$ cat config.mk
export PLATFORM = sky130hd
export DESIGN_NAME = uart_rx_flat
export DESIGN_NICKNAME = d
export VERILOG_FILES = /design/src/rtl/uart_rx_if.sv /design/src/rtl/uart_rx.sv /design/src/flat_wrapper.sv
export SDC_FILE = /design/constraint.sdc
export NUM_CORES = 1
export LEC_CHECK = 0
export BUFFER_PORTS_ARGS = -buffer_cell sky130_fd_sc_hd__buf_2
export CAP_MARGIN = 40
export CORE_MARGIN = 8
export CORE_UTILIZATION = 55
export DETAILED_ROUTE_END_ITERATION = 16
export GPL_TIMING_DRIVEN = 0
export MAX_ROUTING_LAYER = met4
export PLACE_DENSITY = 0.82
export SYNTH_ARGS = -nofsm -noshare
export SYNTH_HDL_FRONTEND = slang
export SYNTH_SLANG_ARGS = --single-unit
$ cat constraint.sdc
create_clock -name clk -period 4.9 [get_ports clk]
set_clock_uncertainty 0.1 [all_clocks]
set_input_delay 0.245 -clock clk [delete_from_list [all_inputs] [get_ports clk]]
set_output_delay 0.245 -clock clk [all_outputs]
set_load 0.01 [all_outputs]
$ cat src/rtl/uart_rx_if.sv
// uart_rx byte-side handshake bundle.
// The receiver drives through master; the consumer connects to slave.
interface uart_rx_if;
  logic [7:0] rx_data;
  logic       rx_valid;
  logic       rx_ready;
  logic       frame_err;
  logic       overrun;

  modport master (
    output rx_data,
    output rx_valid,
    output frame_err,
    output overrun,
    input  rx_ready
  );

  modport slave (
    input  rx_data,
    input  rx_valid,
    input  frame_err,
    input  overrun,
    output rx_ready
  );
endinterface

$ cat src/rtl/uart_rx.sv
// uart_rx: 8N1 receiver, mid-bit sampling, valid/ready byte output.
// Optional: `define UART_RX_MAJORITY_EN for 2-of-3 majority sampling.
module uart_rx #(
  parameter int CLK_HZ    = 50_000_000,
  parameter int BAUD_RATE = 115_200
) (
  input  logic     clk,
  input  logic     rst,
  input  logic     rxd,
  uart_rx_if.master bus
);

  localparam int CPB  = CLK_HZ / BAUD_RATE;
  localparam int HALF = CPB / 2;
  localparam int CW   = (CPB > 1) ? $clog2(CPB) : 1;

  localparam logic [CW-1:0] C_FULL = CW'(CPB - 1);
  localparam logic [CW-1:0] C_HALF = CW'(HALF - 1);

  localparam logic [2:0] S_IDLE  = 3'd0;
  localparam logic [2:0] S_START = 3'd1;
  localparam logic [2:0] S_DATA  = 3'd2;
  localparam logic [2:0] S_STOP  = 3'd3;
  localparam logic [2:0] S_BREAK = 3'd4;

  logic          r_s1;
  logic          r_rxd_s;
  logic [2:0]    r_state;
  logic [CW-1:0] r_cnt;
  logic [2:0]    r_idx;
  logic [7:0]    r_shift;
  logic          r_pend;
  logic          r_ferr;
  logic [7:0]    r_data;
  logic          r_valid;
  logic          r_ovr;
  logic          w_samp;

`ifdef UART_RX_MAJORITY_EN
  logic r_h1;
  logic r_h2;

  always_ff @(posedge clk) begin
    if (!rst) begin
      r_h1 <= 1'b1;
      r_h2 <= 1'b1;
    end else begin
      r_h1 <= r_rxd_s;
      r_h2 <= r_h1;
    end
  end

  // sample cycle plus the two cycles before it
  assign w_samp = (r_rxd_s & r_h1) |
                  (r_rxd_s & r_h2) |
                  (r_h1 & r_h2);
`else
  assign w_samp = r_rxd_s;
`endif

  always_ff @(posedge clk) begin
    if (!rst) begin
      r_s1    <= 1'b1;
      r_rxd_s <= 1'b1;
    end else begin
      r_s1    <= rxd;
      r_rxd_s <= r_s1;
    end
  end

  always_ff @(posedge clk) begin
    if (!rst) begin
      r_state <= S_IDLE;
      r_cnt   <= '0;
      r_idx   <= '0;
      r_shift <= '0;
      r_pend  <= 1'b0;
      r_ferr  <= 1'b0;
    end else begin
      r_pend <= 1'b0;
      r_ferr <= 1'b0;
      unique case (r_state)
        S_IDLE: begin
          r_cnt <= '0;
          if (!r_rxd_s) r_state <= S_START;
        end
        S_START: begin
          if (r_cnt == C_HALF) begin
            r_cnt   <= '0;
            r_idx   <= '0;
            r_state <= w_samp ? S_IDLE : S_DATA;
          end else begin
            r_cnt <= r_cnt + 1'b1;
          end
        end
        S_DATA: begin
          if (r_cnt == C_FULL) begin
            r_cnt          <= '0;
            r_shift[r_idx] <= w_samp;
            r_idx          <= r_idx + 1'b1;
            if (r_idx == 3'd7) r_state <= S_STOP;
          end else begin
            r_cnt <= r_cnt + 1'b1;
          end
        end
        S_STOP: begin
          if (r_cnt == C_FULL) begin
            r_cnt <= '0;
            if (w_samp) begin
              r_pend  <= 1'b1;
              r_state <= S_IDLE;
            end else begin
              r_ferr  <= 1'b1;
              r_state <= S_BREAK;
            end
          end else begin
            r_cnt <= r_cnt + 1'b1;
          end
        end
        S_BREAK: begin
          r_cnt <= '0;
          if (r_rxd_s) r_state <= S_IDLE;
        end
        default: begin
          r_cnt   <= '0;
          r_state <= S_IDLE;
        end
      endcase
    end
  end

  // a pending byte wins over a plain accept in the same cycle
  always_ff @(posedge clk) begin
    if (!rst) begin
      r_data  <= 8'h00;
      r_valid <= 1'b0;
      r_ovr   <= 1'b0;
    end else begin
      r_ovr <= 1'b0;
      if (r_pend) begin
        if (!r_valid || bus.rx_ready) begin
          r_data  <= r_shift;
          r_valid <= 1'b1;
        end else begin
          r_ovr <= 1'b1;
        end
      end else if (r_valid && bus.rx_ready) begin
        r_valid <= 1'b0;
      end
    end
  end

  assign bus.rx_data   = r_data;
  assign bus.rx_valid  = r_valid;
  assign bus.frame_err = r_ferr;
  assign bus.overrun   = r_ovr;

endmodule

$ cat src/flat_wrapper.sv
// flat-port wrapper written by rule: the top's interface ports become plain ports
module uart_rx_flat 
#(
  parameter int CLK_HZ    = 50_000_000,
  parameter int BAUD_RATE = 115_200
)
  (clk, rst, rxd, bus_rx_data, bus_rx_valid, bus_frame_err, bus_overrun, bus_rx_ready);
  uart_rx_if bus_i ();
  input  logic clk;
  input  logic rst;
  input  logic rxd;
  output wire logic [$bits(bus_i.rx_data)-1:0] bus_rx_data;
  output wire logic [$bits(bus_i.rx_valid)-1:0] bus_rx_valid;
  output wire logic [$bits(bus_i.frame_err)-1:0] bus_frame_err;
  output wire logic [$bits(bus_i.overrun)-1:0] bus_overrun;
  input wire logic [$bits(bus_i.rx_ready)-1:0] bus_rx_ready;
  assign bus_rx_data = bus_i.rx_data;
  assign bus_rx_valid = bus_i.rx_valid;
  assign bus_frame_err = bus_i.frame_err;
  assign bus_overrun = bus_i.overrun;
  assign bus_i.rx_ready = bus_rx_ready;
  uart_rx #(.CLK_HZ(CLK_HZ), .BAUD_RATE(BAUD_RATE)) u_core (.clk(clk), .rst(rst), .rxd(rxd), .bus(bus_i));
endmodule
Yosys cells after proc, flatten, opt, wreduce, memory -nomap -nowiden

Index checks and enable logic that the tools add are counted.

$add $sub $neg: 2
Eq/ne operators: 14
Reductions and logical operators: 15
Multiplexer cells: 24
Order comparisons: 2

Operators by type and width:

| kind                                                        | count |
|---|---|
| two-way mux 3 bit                                           | 9 |
| two-way mux 9 bit                                           | 2 |
| case mux 9 bit (2 select lines)                             | 1 |
| case mux 3 bit (5 select lines)                             | 1 |
| inequality test 2 x 1 -> 1 bit (second input constant)      | 5 |
| adder 9 x 1 -> 9 bit (second input constant)                | 1 |
| equality test 9 x 8 -> 1 bit (second input constant)        | 1 |
| equality test 9 bit (second input constant)                 | 1 |
| bitwise mux 8 bit                                           | 1 |
| AND reduction 2 bit                                         | 4 |
| two-way mux 1 bit                                           | 7 |
| equality test 3 x 2 -> 1 bit (second input constant)        | 2 |
| equality test 3 bit (second input constant)                 | 2 |
| case mux 3 bit (2 select lines)                             | 1 |
| AND reduction 3 bit                                         | 2 |
| AND reduction 6 bit                                         | 1 |
| less-than comparator 3 x 4 -> 1 bit (second input constant) | 1 |
| inequality test 2 bit (second input constant)               | 2 |
| nonzero test 2 bit                                          | 2 |
| adder 3 x 1 -> 3 bit (second input constant)                | 1 |
| demux 1 bit (select 3 bit)                                  | 1 |
| equality test 3 x 1 -> 1 bit (second input constant)        | 1 |
| >= comparator 3 x 1 -> 1 bit (second input constant)        | 1 |
| zero test 3 bit                                             | 1 |
| other kinds (5)                                             | 6 |

Register bits after elaboration: 37
Output and inout bits: 11
Bits of input ports: 4

Logic depth before layout (Yosys ltp)

Gate-level depths: netlist of run 1.

Word-level depth: 5
Depth in mapped cells: 7

Worst setup path before layout of run 1

Ideal clock, no wire load.

Path kind: register -> register
Start point: register u_core.r_cnt[0]
End point: register u_core.r_shift[6]
Required time: 4729 ps
Cell stages (with the launch flop): 7
Path buffers: 1
Library setup time: 71 ps
Setup slack: 3140 ps
Arrival time: 1589 ps
Cell sequence: dfxtp_1 > ha_1 > and4bb_2 > nand3_2 > buf_6 > or4_1 > a21oi_1

Longest elaborated chain between the ends: 2

Ends and longest elaborated chain:

| element                       | RTL line       | text |
|---|---|---|
| start, declared               | uart_rx.sv:29  | `logic [CW-1:0] r_cnt;` |
| start signal, assigned        | uart_rx.sv:93  | `r_cnt <= r_cnt + 1'b1;` |
| start signal, assigned        | uart_rx.sv:103 | `r_cnt <= r_cnt + 1'b1;` |
| start signal, assigned        | uart_rx.sv:117 | `r_cnt <= r_cnt + 1'b1;` |
| equality test 9 bit           | uart_rx.sv:97  | `if (r_cnt == C_FULL) begin` |
| AND reduction 2 bit (no line) | -              |  |
| end signal, assigned by index | uart_rx.sv:99  | `r_shift[r_idx] <= w_samp;` |
| end, declared                 | uart_rx.sv:31  | `logic [7:0] r_shift;` |

Every way passes these cells.
A chain may end at the register's enable or synchronous reset.

Worst setup path after layout of run 1

Start point: register u_core.r_cnt[0]
End point: register u_core.r_shift[4]

The elaborated chain is that of the path after synthesis.

==> results of run 1 <==
-- stage by stage --
stage          utilization  worst slack, ns  area (um2)  instances
2_1_floorplan            -            3.140        1599        173
3_3_place_gp        0.6193            2.997        1708        218
3_5_place_dp        0.6193            2.934        1708        218
4_1_cts             0.6429            2.909        1773        226
5_1_grt             0.6429            2.754        1773        226
6_report            0.6429            2.914        1773        226
-- where the power goes --
group	switching (W)	leakage [nW]	internal [W]	total (W)
logic	0.00000774	0.362	0.00000402	0.0000118
clock network	0.0000919	0.0314	0.0000678	0.000160
registers	0.00000148	0.298	0.000302	0.000303
-- cell usage in the layout, fill, tap and decap left out, drive strengths merged, types with 3 or more instances in the layout --
master,count
xnor2,6
nand3,5
inv,7
o21ai,6
buf,16
clkbuf,13
nor3,4
mux2i,8
nand2b,5
or4,6
nand2,9
nand4,3
a21oi,10
dfxtp,37
o31ai,4
nor2,25
ha,5
-- worst paths after layout --
check,end,cells after the start,startpoint
worst min register to register,u_core.r_rxd_s,1,u_core.r_s1
worst max register to register,u_core.r_shift[4],5,u_core.r_cnt[0]
worst max-delay path,u_core.r_shift[4],5,u_core.r_cnt[0]
worst min-delay path,u_core.bus.rx_valid,4,bus_rx_ready
-- state kept, by name (all words and copies together) (netlist names) --
| name | cells |
|---|---|
| u_core.r_rxd_s | 1 |
| u_core.bus.overrun | 1 |
| u_core.r_shift | 8 |
| u_core.bus.rx_valid | 1 |
| u_core.r_cnt | 9 |
| u_core.r_s1 | 1 |
| u_core.r_pend | 1 |
| u_core.r_state | 3 |
| u_core.bus.rx_data | 8 |
| u_core.r_idx | 3 |
| u_core.bus.frame_err | 1 |
-- critical path, stage by stage, from the launching register on --
cell and delay, ns:
dfxtp_1 0.41, ha_1 0.17, and4bb_2 0.30, nand4_1 0.29
or4_1 0.49, a21oi_1 0.16
-- layer usage --
metal / global-route usage / routed length (um) / part of all wire / up-vias
met2: 0.2528 / 1626 / 0.52 / 17
met5: - / 0 / 0 / -
met1: 0.1340 / 1338 / 0.43 / 597
li1: - / - / - / 649
met3: 0.04802 / 123 / 0.039 / 7
met4: 0.05580 / 51 / 0.016 / 0
-- layout make-up --
cell class,count,share of cell area
multi-input combinational,121,0.4439
timing repair buffer,15,0.04517
sequential,37,0.4178
clock buffer,7,0.03105
buffer,8,0.02541
tap,31,0.02188
inverter,7,0.01482
-- logic make-up (layout without fill, tap and decap cells) --
family,count (synthesis),count (layout)
buf+inv,15,37
xor+xnor,8,8
compound gates,30,30
simple gates,70,70
mux,8,8
flops,37,37
fa+ha+maj,5,5
-- what timing repair did --
action	in CTS	in global routing
endpoints found under the hold margin	1	0
hold buffers	1	0
buffers inserted	0	0
==> results_dict.tcl, run 1 <==
set metrics [dict create \
    root_buffer "clkbuf_4" \
    synth-main-ff-cell "dfxtp_1" \
    fp.dieH_um 69.92 \
    holdWs_ns 0.09716 \
    synth_top_family_by_area "simple AND/OR/NAND/NOR gates" \
    synth-seq-area-share 0.4632 \
    drt-wirelength-per-cell_um 13.89 \
    fin_setup_tns_ns 0 \
    post-route-min-period_ns 1.986 \
    drive_above_1_share 0.1385 \
    die_x_um 69.92 \
    timing.slew.headroom 0.6227 \
    cts_tree "yes" \
    worstSetupPathType "reg -> reg" \
    synthCells 173 \
    initial_core_util 0.5799 \
    max_freq_mhz 503.4 \
    grt_setup_unrepaired "no" \
    wl_um 3139 \
    synth_xor_area_frac 0.04382 \
    synth-simple-area-share 0.2418 \
    synth_cell_type_count 39 \
    setup_viol 0 \
    syn_area_per_cell_um2 9.243 \
    synth_warnings 0 \
    vias 1270 \
    fp.dieArea_um2 4889 \
    peakVddDrop_v 0.0002095 \
    path_max_fanout 7 \
    critPathLaunchType "flip-flop" \
    postSynth.asyncResetShare 0 \
    arrival_ns 2.15 \
    place_hpwl_um 2216 \
    synth.most_common_cell "dfxtp_1" \
    synth_edf_count 0 \
    ys_top_cells_by_count "37 x dfxtp_1, 25 x nor2_1, 10 x a21oi_1, 9 x nand2_1, 8 x mux2i_1" \
    max_slew.worst_pin.slew_ns 0.5659 \
    cts_buffer_depth 2 \
    multiInputGateArea_um2 787.0 \
    syn-num-nets 182 \
    grt_pass1_vias 1218 \
    hp-class "in -> reg" \
    gp_congestion 0.8094 \
    num_antenna_cells 0 \
    yosys-top-cells-area "dfxtp_1 46%, nor2_1 5.9%, mux2i_1 5.0%" \
    crit_path_end_kind "flip-flop" \
    overflow 0 \
    finalCritPeriodShare 0.4054 \
    first_pass_iters 4 \
    track_usage 0.1403 \
    drv_cap 0 \
    io_buffers 14 \
    regArea_um2 740.7 \
    area_delta_synth_final_pct 10.88 \
    total_power_w 0.0004747 \
    grt_max_degree 11 \
    muxShareOfSynthArea 0.05008 \
    grt_pass1_wl_um 5540 \
    synth_seq_cells 37 \
    slew_violations 0 \
    viasPerCell 5.619 \
    fp.coreArea_um2 2758 \
    drt_iter0_drc 35 \
    core.rowCount 19 \
    synth_compound_area_frac 0.1174 \
    cts.clk_slew.worst_paths_ns 0.10 \
    io_pins 15 \
    synth_area_um2 1599 \
    h-tree-depth 2 \
    rrSetupSlack_ns 2.91 \
    clock_latency_ns 0.33 \
    status "finished clean" \
    cts.sinks 37 \
    cts_made_buffers 5 \
    ant_nets 0 \
    fill_cells 231 \
    drc 0 \
    layout.nets 204 \
    worstPathRequired_ns 5.06 \
    synth_top_area_cell "dfxtp_1" \
    p_per_area_nw_per_um2 267.7 \
    synth_top_cell_area_share 0.4632 \
    hold_violations 0 \
    synth-adder-area-share 0.03912 \
    antenna_found_initial 0 \
    cts-resized-gates 0 \
    leakagePower_nw 0.6921 \
]
No activity file was read; power rests on OpenSTA's default activity.
==> inputs of run 2 (changes only) <==
==> constraint.sdc (replaced) <==
create_clock -name clk -period 2 [get_ports clk]
set_clock_uncertainty 0.1 [all_clocks]
set_input_delay 0.1 -clock clk [delete_from_list [all_inputs] [get_ports clk]]
set_output_delay 0.1 -clock clk [all_outputs]
set_load 0.01 [all_outputs]
==> run 2 against run 1 <==
Design area up 5.1%; first-iteration DRC count grew 23%; non-clock buffer count increased by 8; wire length up 6.0%; maximum frequency increased by 3.0%; register-to-register slack worse by 2.8 ns; largest power group unchanged; highest routed layer unchanged.
==> results_dict.tcl, run 2 (synthesis gave the netlist of run 1 again) <==
set metrics [dict create \
    ant_nets 0 \
    worstPathRequired_ns 2.17 \
    place_hpwl_um 2216 \
    vias 1326 \
    root_buffer "clkbuf_4" \
    grt_pass1_vias 1231 \
    slew_violations 0 \
    viasPerCell 5.667 \
    drt-wirelength-per-cell_um 14.22 \
    arrival_ns 2.10 \
    critPathLaunchType "flip-flop" \
    slowest_delay_ns 0.49 \
    peakVddDrop_v 0.0005161 \
    initial_core_util 0.5799 \
    drt-met1-wl_um 1386 \
    hold_violations 0 \
    largest_register_ffs 9 \
    cts_buffer_depth 2 \
    wl_um 3328 \
    cts_tree "yes" \
    crit_buf_inv 2 \
    fp.coreArea_um2 2758 \
    wl_met2_um 1720 \
    track_usage 0.1427 \
    grt_pass1_wl_um 5602 \
    h-tree-depth 2 \
    fp.dieH_um 69.92 \
    setup_viol 0 \
    core.rowCount 19 \
    drt_iter0_drc 43 \
    drv_cap 0 \
    die_x_um 69.92 \
    highest_layer "met4" \
    hp-class "reg -> reg" \
    cts_made_buffers 5 \
    num_antenna_cells 0 \
    dr_wl_met3_um 132 \
    finalCritPeriodShare 0.9638 \
    max_slew.worst_pin.slew_ns 0.5658 \
    path_max_fanout 5 \
    layout_commonest_cell "dfxtp_1" \
    crit_path_end_kind "flip-flop" \
    p_per_area_nw_per_um2 628.0 \
    path_delay_family "simple AND/OR/NAND/NOR gates" \
    worstSetupPathType "reg -> reg" \
    area_delta_synth_final_pct 16.51 \
    rrSetupSlack_ns 0.07 \
    cts.sinks 37 \
    final_cell_count_no_fill 234 \
    total_power_w 0.001170 \
    top_register "u_core.r_cnt" \
    gp_congestion 0.8094 \
    post-route-min-period_ns 1.928 \
    drc 0 \
    layout.nets 212 \
    status "finished clean" \
    drive_above_1_share 0.1921 \
    io_buffers 14 \
    fp.dieArea_um2 4889 \
    critPathSlowestCell "or4_1" \
    io_pins 15 \
    place_inst 218 \
    antenna_found_initial 0 \
    final_cell_mix "35 x dfxtp_1, 25 x nor2_1, 15 x buf_2" \
    grt_max_degree 11 \
    cp_cell_sequence "inv_1, ha_1, and4bb_2, nand3_2, buf_6, or4_1, a21oi_2" \
    leakagePower_nw 0.7272 \
    first_pass_iters 4 \
    timing.slew.headroom 0.6228 \
    cts.clk_slew.worst_paths_ns 0.10 \
    clock_latency_ns 0.34 \
    max_freq_mhz 518.8 \
    overflow 0 \
]
-- run 2: changes by cell type in the layout (fill, tap and decap cells not counted), moves of 2 or more --
cell           previous run  this run
dfxtp_2                   0         2
buf_4                     0         5
a21oi_2                   0         2
dfxtp_1                  37        35
a21oi_1                  10         8
dlygate4sd3_1             1         3
-- run 2: report_power, final --
| part | internal (W) | switching (W) | total (W) |
|---|---|---|---|
| sequential | 0.000739 | 0.00000381 | 0.000743 |
| clock | 0.000166 | 0.000227 | 0.000393 |
| combinational | 0.0000129 | 0.0000210 | 0.0000339 |
| total | 0.000918 | 0.000252 | 0.00117 |
-- run 2: metrics by stage --
step                  util  setup TNS (ns)  hold slack [ns]  setup WS (ns)  instance area (um2)
finish              0.6756               0           0.3571        0.07236                 1863
global route        0.6756         -0.1087           0.3824       -0.04134                 1863
CTS                 0.6502               0           0.3233       0.008788                 1793
detailed placement  0.6193               0           0.1900        0.03410                 1708
floorplan                -               0           0.1015         0.2401                 1599
global placement    0.6193               0           0.1815        0.09732                 1708
-- run 2: path summary, 6_finish.rpt --
check | start | end | depth (start not counted)
worst min-delay path | u_core.r_cnt[0] | u_core.r_cnt[0] | 1
worst max-delay path | u_core.r_cnt[1] | u_core.r_shift[6] | 7
worst min register to register | u_core.r_cnt[0] | u_core.r_cnt[0] | 1
worst max register to register | u_core.r_cnt[1] | u_core.r_shift[6] | 7
-- run 2: layer usage --
metal | global-route usage | vias up
met5 | - | -
met4 | 0.06473 | 0
met3 | 0.04802 | 10
met2 | 0.2569 | 19
met1 | 0.1340 | 629
li1 | - | 668
-- run 2: timing repair --
item	CTS	global route
gates resized for setup	0	7
hold buffers	3	0
setup endpoints to repair	0	14
endpoints found under the hold margin	5	0
buffers inserted	0	5
-- run 2: cell type report --
class	instances	area (um2)
buffer	8	45.04
clock buffer	7	55.05
fill	220	894.6
inverter	7	26.28
multi-input combinational	121	812.0
sequential	37	743.2
tap	31	38.79
timing repair buffer	23	142.6
==> inputs of run 3 (changes only) <==
--- a/config.mk
+++ b/config.mk
@@ -5,14 +5,14 @@
 export SDC_FILE = /design/constraint.sdc
 export NUM_CORES = 1
 export LEC_CHECK = 0
-export BUFFER_PORTS_ARGS = -buffer_cell sky130_fd_sc_hd__buf_2
 export CAP_MARGIN = 40
 export CORE_MARGIN = 8
-export CORE_UTILIZATION = 55
+export CORE_UTILIZATION = 38
 export DETAILED_ROUTE_END_ITERATION = 16
+export DONT_BUFFER_PORTS = 1
 export GPL_TIMING_DRIVEN = 0
 export MAX_ROUTING_LAYER = met4
-export PLACE_DENSITY = 0.82
+export PLACE_DENSITY = 0.59
 export SYNTH_ARGS = -nofsm -noshare
 export SYNTH_HDL_FRONTEND = slang
 export SYNTH_SLANG_ARGS = --single-unit
==> run 3 against run 2 <==
Critical endpoint is now u_core.r_shift[3]; register-to-register slack better by 0.06 ns; sequential share of layout area is 0.64 points higher; largest cell class unchanged; largest power group unchanged; count of clock-buffer cells in the layout is 2 lower; sequential power hardly changed.
==> results_dict.tcl, run 3 (synthesis gave the netlist of run 1 again) <==
set metrics [dict create \
    status "finished clean" \
    timing.slew.headroom 0.6081 \
    critPathLaunchType "flip-flop" \
    core.rowCount 23 \
    p_switching_w 0.0002946 \
    drt_iter0_drc 56 \
    layout.nets 194 \
    ant_nets 0 \
    top_register "u_core.r_cnt" \
    cts.sinks 37 \
    fp.dieArea_um2 6540 \
    drive_above_1_share 0.09677 \
    drt-wirelength-per-cell_um 13.19 \
    cts_made_buffers 5 \
    worstPathRequired_ns 2.12 \
    power.internal_w 0.001123 \
    hold_violations 0 \
    io_pins 15 \
    cts_buffer_depth 2 \
    final_cell_count_no_fill 236 \
    clockPowerShare 0.455 \
    viasPerCell 5.157 \
    num_antenna_cells 0 \
    slew_violations 0 \
    path_max_fanout 10 \
    first_pass_iters 4 \
    die_x_um 80.87 \
    leakagePower_nw 0.6599 \
    place_inst 223 \
    p_per_area_nw_per_um2 774.4 \
    grt_pass1_wl_um 5368 \
    grt_pass1_vias 1193 \
    overflow 0 \
    critPathSlowestCell "or4_1" \
    final_util 0.4543 \
    antenna_found_initial 0 \
    track_usage 0.1068 \
    timing.rr.start "u_core.r_cnt[1]" \
    clock_latency_ns 0.29 \
    crit_start "u_core.r_cnt[1]" \
    h-tree-depth 2 \
    crit_path_end_kind "flip-flop" \
    cp_cell_sequence "inv_1, ha_1, and4bb_2, nand3_2, buf_6, or4_1, a21oi_1" \
    finalCritPeriodShare 0.9356 \
    drv_cap 0 \
    place_hpwl_um 2260 \
    vias 1217 \
    fin_setup_tns_ns 0 \
    min_from "rst" \
    io_buffers 0 \
    cts_tree "yes" \
    grt_max_degree 14 \
    cts.clk_slew.worst_paths_ns 0.08 \
    max_freq_mhz 534.4 \
    layout_commonest_cell "dfxtp_1" \
    arrival_ns 1.99 \
    crit_buf_inv 2 \
    gp_congestion 0.7641 \
    path_delay_family "simple AND/OR/NAND/NOR gates" \
    drc 0 \
    setup_viol 0 \
    holdWs_ns 0.1411 \
    combPwrFrac 0.021 \
    post-route-min-period_ns 1.871 \
    peakVddDrop_v 0.0003813 \
    root_buffer "clkbuf_8" \
    max_slew.worst_pin.slew_ns 0.5879 \
    hp-class "in -> reg" \
    wl_um 3114 \
    largest_register_ffs 9 \
    p_seq_frac 0.524 \
    worstSetupPathType "reg -> reg" \
    fp.coreArea_um2 4029 \
    swShare 0.2078 \
    initial_core_util 0.3969 \
    area_delta_synth_final_pct 14.48 \
    total_power_w 0.001418 \
    final_cell_mix "36 x dfxtp_1, 25 x nor2_1, 10 x a21oi_1" \
    slowest_delay_ns 0.46 \
    fp.dieH_um 80.87 \
]
==> run 3: power by group through the flow <==
stage / Combinational [W] / Clock (W) / Sequential (W)
after floorplan: 0.0000180 / 0 / 0.000759
after global placement: 0.0000248 / 0 / 0.000760
after detailed placement: 0.0000249 / 0 / 0.000760
after CTS: 0.0000297 / 0.000662 / 0.000743
after global routing: 0.0000341 / 0.000694 / 0.000743
final: 0.0000302 / 0.000644 / 0.000743
==> run 3: layout make-up <==
cell class	instances	area, um2
Buffer	8	45.04
Clock buffer	5	68.82
Clock inverter	3	46.29
Fill cell	393	2198
Inverter	7	26.28
Multi-Input combinational cell	121	794.5
Sequential cell	37	742.0
Tap cell	50	62.56
Timing Repair Buffer	5	45.04
==> run 3: worst paths after layout <==
kind | to | slack (ns) | cells after the start
setup / recovery | u_core.r_shift[3] | 0.13 | 7
hold / removal | u_core.r_rxd_s | 0.14 | 2
setup reg to reg | u_core.r_shift[3] | 0.13 | 7
hold reg to reg | u_core.r_rxd_s | 0.31 | 1
==> run 3: worst register-to-register path, stage by stage, from the launching register on <==
cell	delay [ns]
dfxtp_1	0.33
inv_1	0.08
ha_1	0.13
and4bb_2	0.29
nand3_2	0.10
buf_6	0.16
or4_1	0.46
a21oi_1	0.16
==> run 3: what timing repair did <==
item | CTS | global route
setup endpoints to repair | 0 | 4
gates resized for setup | 0 | 2
setup buffers | 0 | 2
hold buffers | 3 | 0
hold endpoints to repair | 5 | 0
==> run 3: layer usage <==
layer,GRT usage,share of wire
met5,-,0
met4,0.04821,0.014
met3,0.03311,0.051
met2,0.1732,0.48
met1,0.1178,0.45
==> run 3: stage by stage <==
| step | setup slack [ns] | area (um2) |
|---|---|---|
| global route | -0.01905 | 1831 |
| CTS | 0.05156 | 1807 |
| global placement | 0.1002 | 1662 |
| floorplan | 0.2401 | 1599 |
| finish | 0.1287 | 1831 |
| detailed placement | 0.07027 | 1662 |
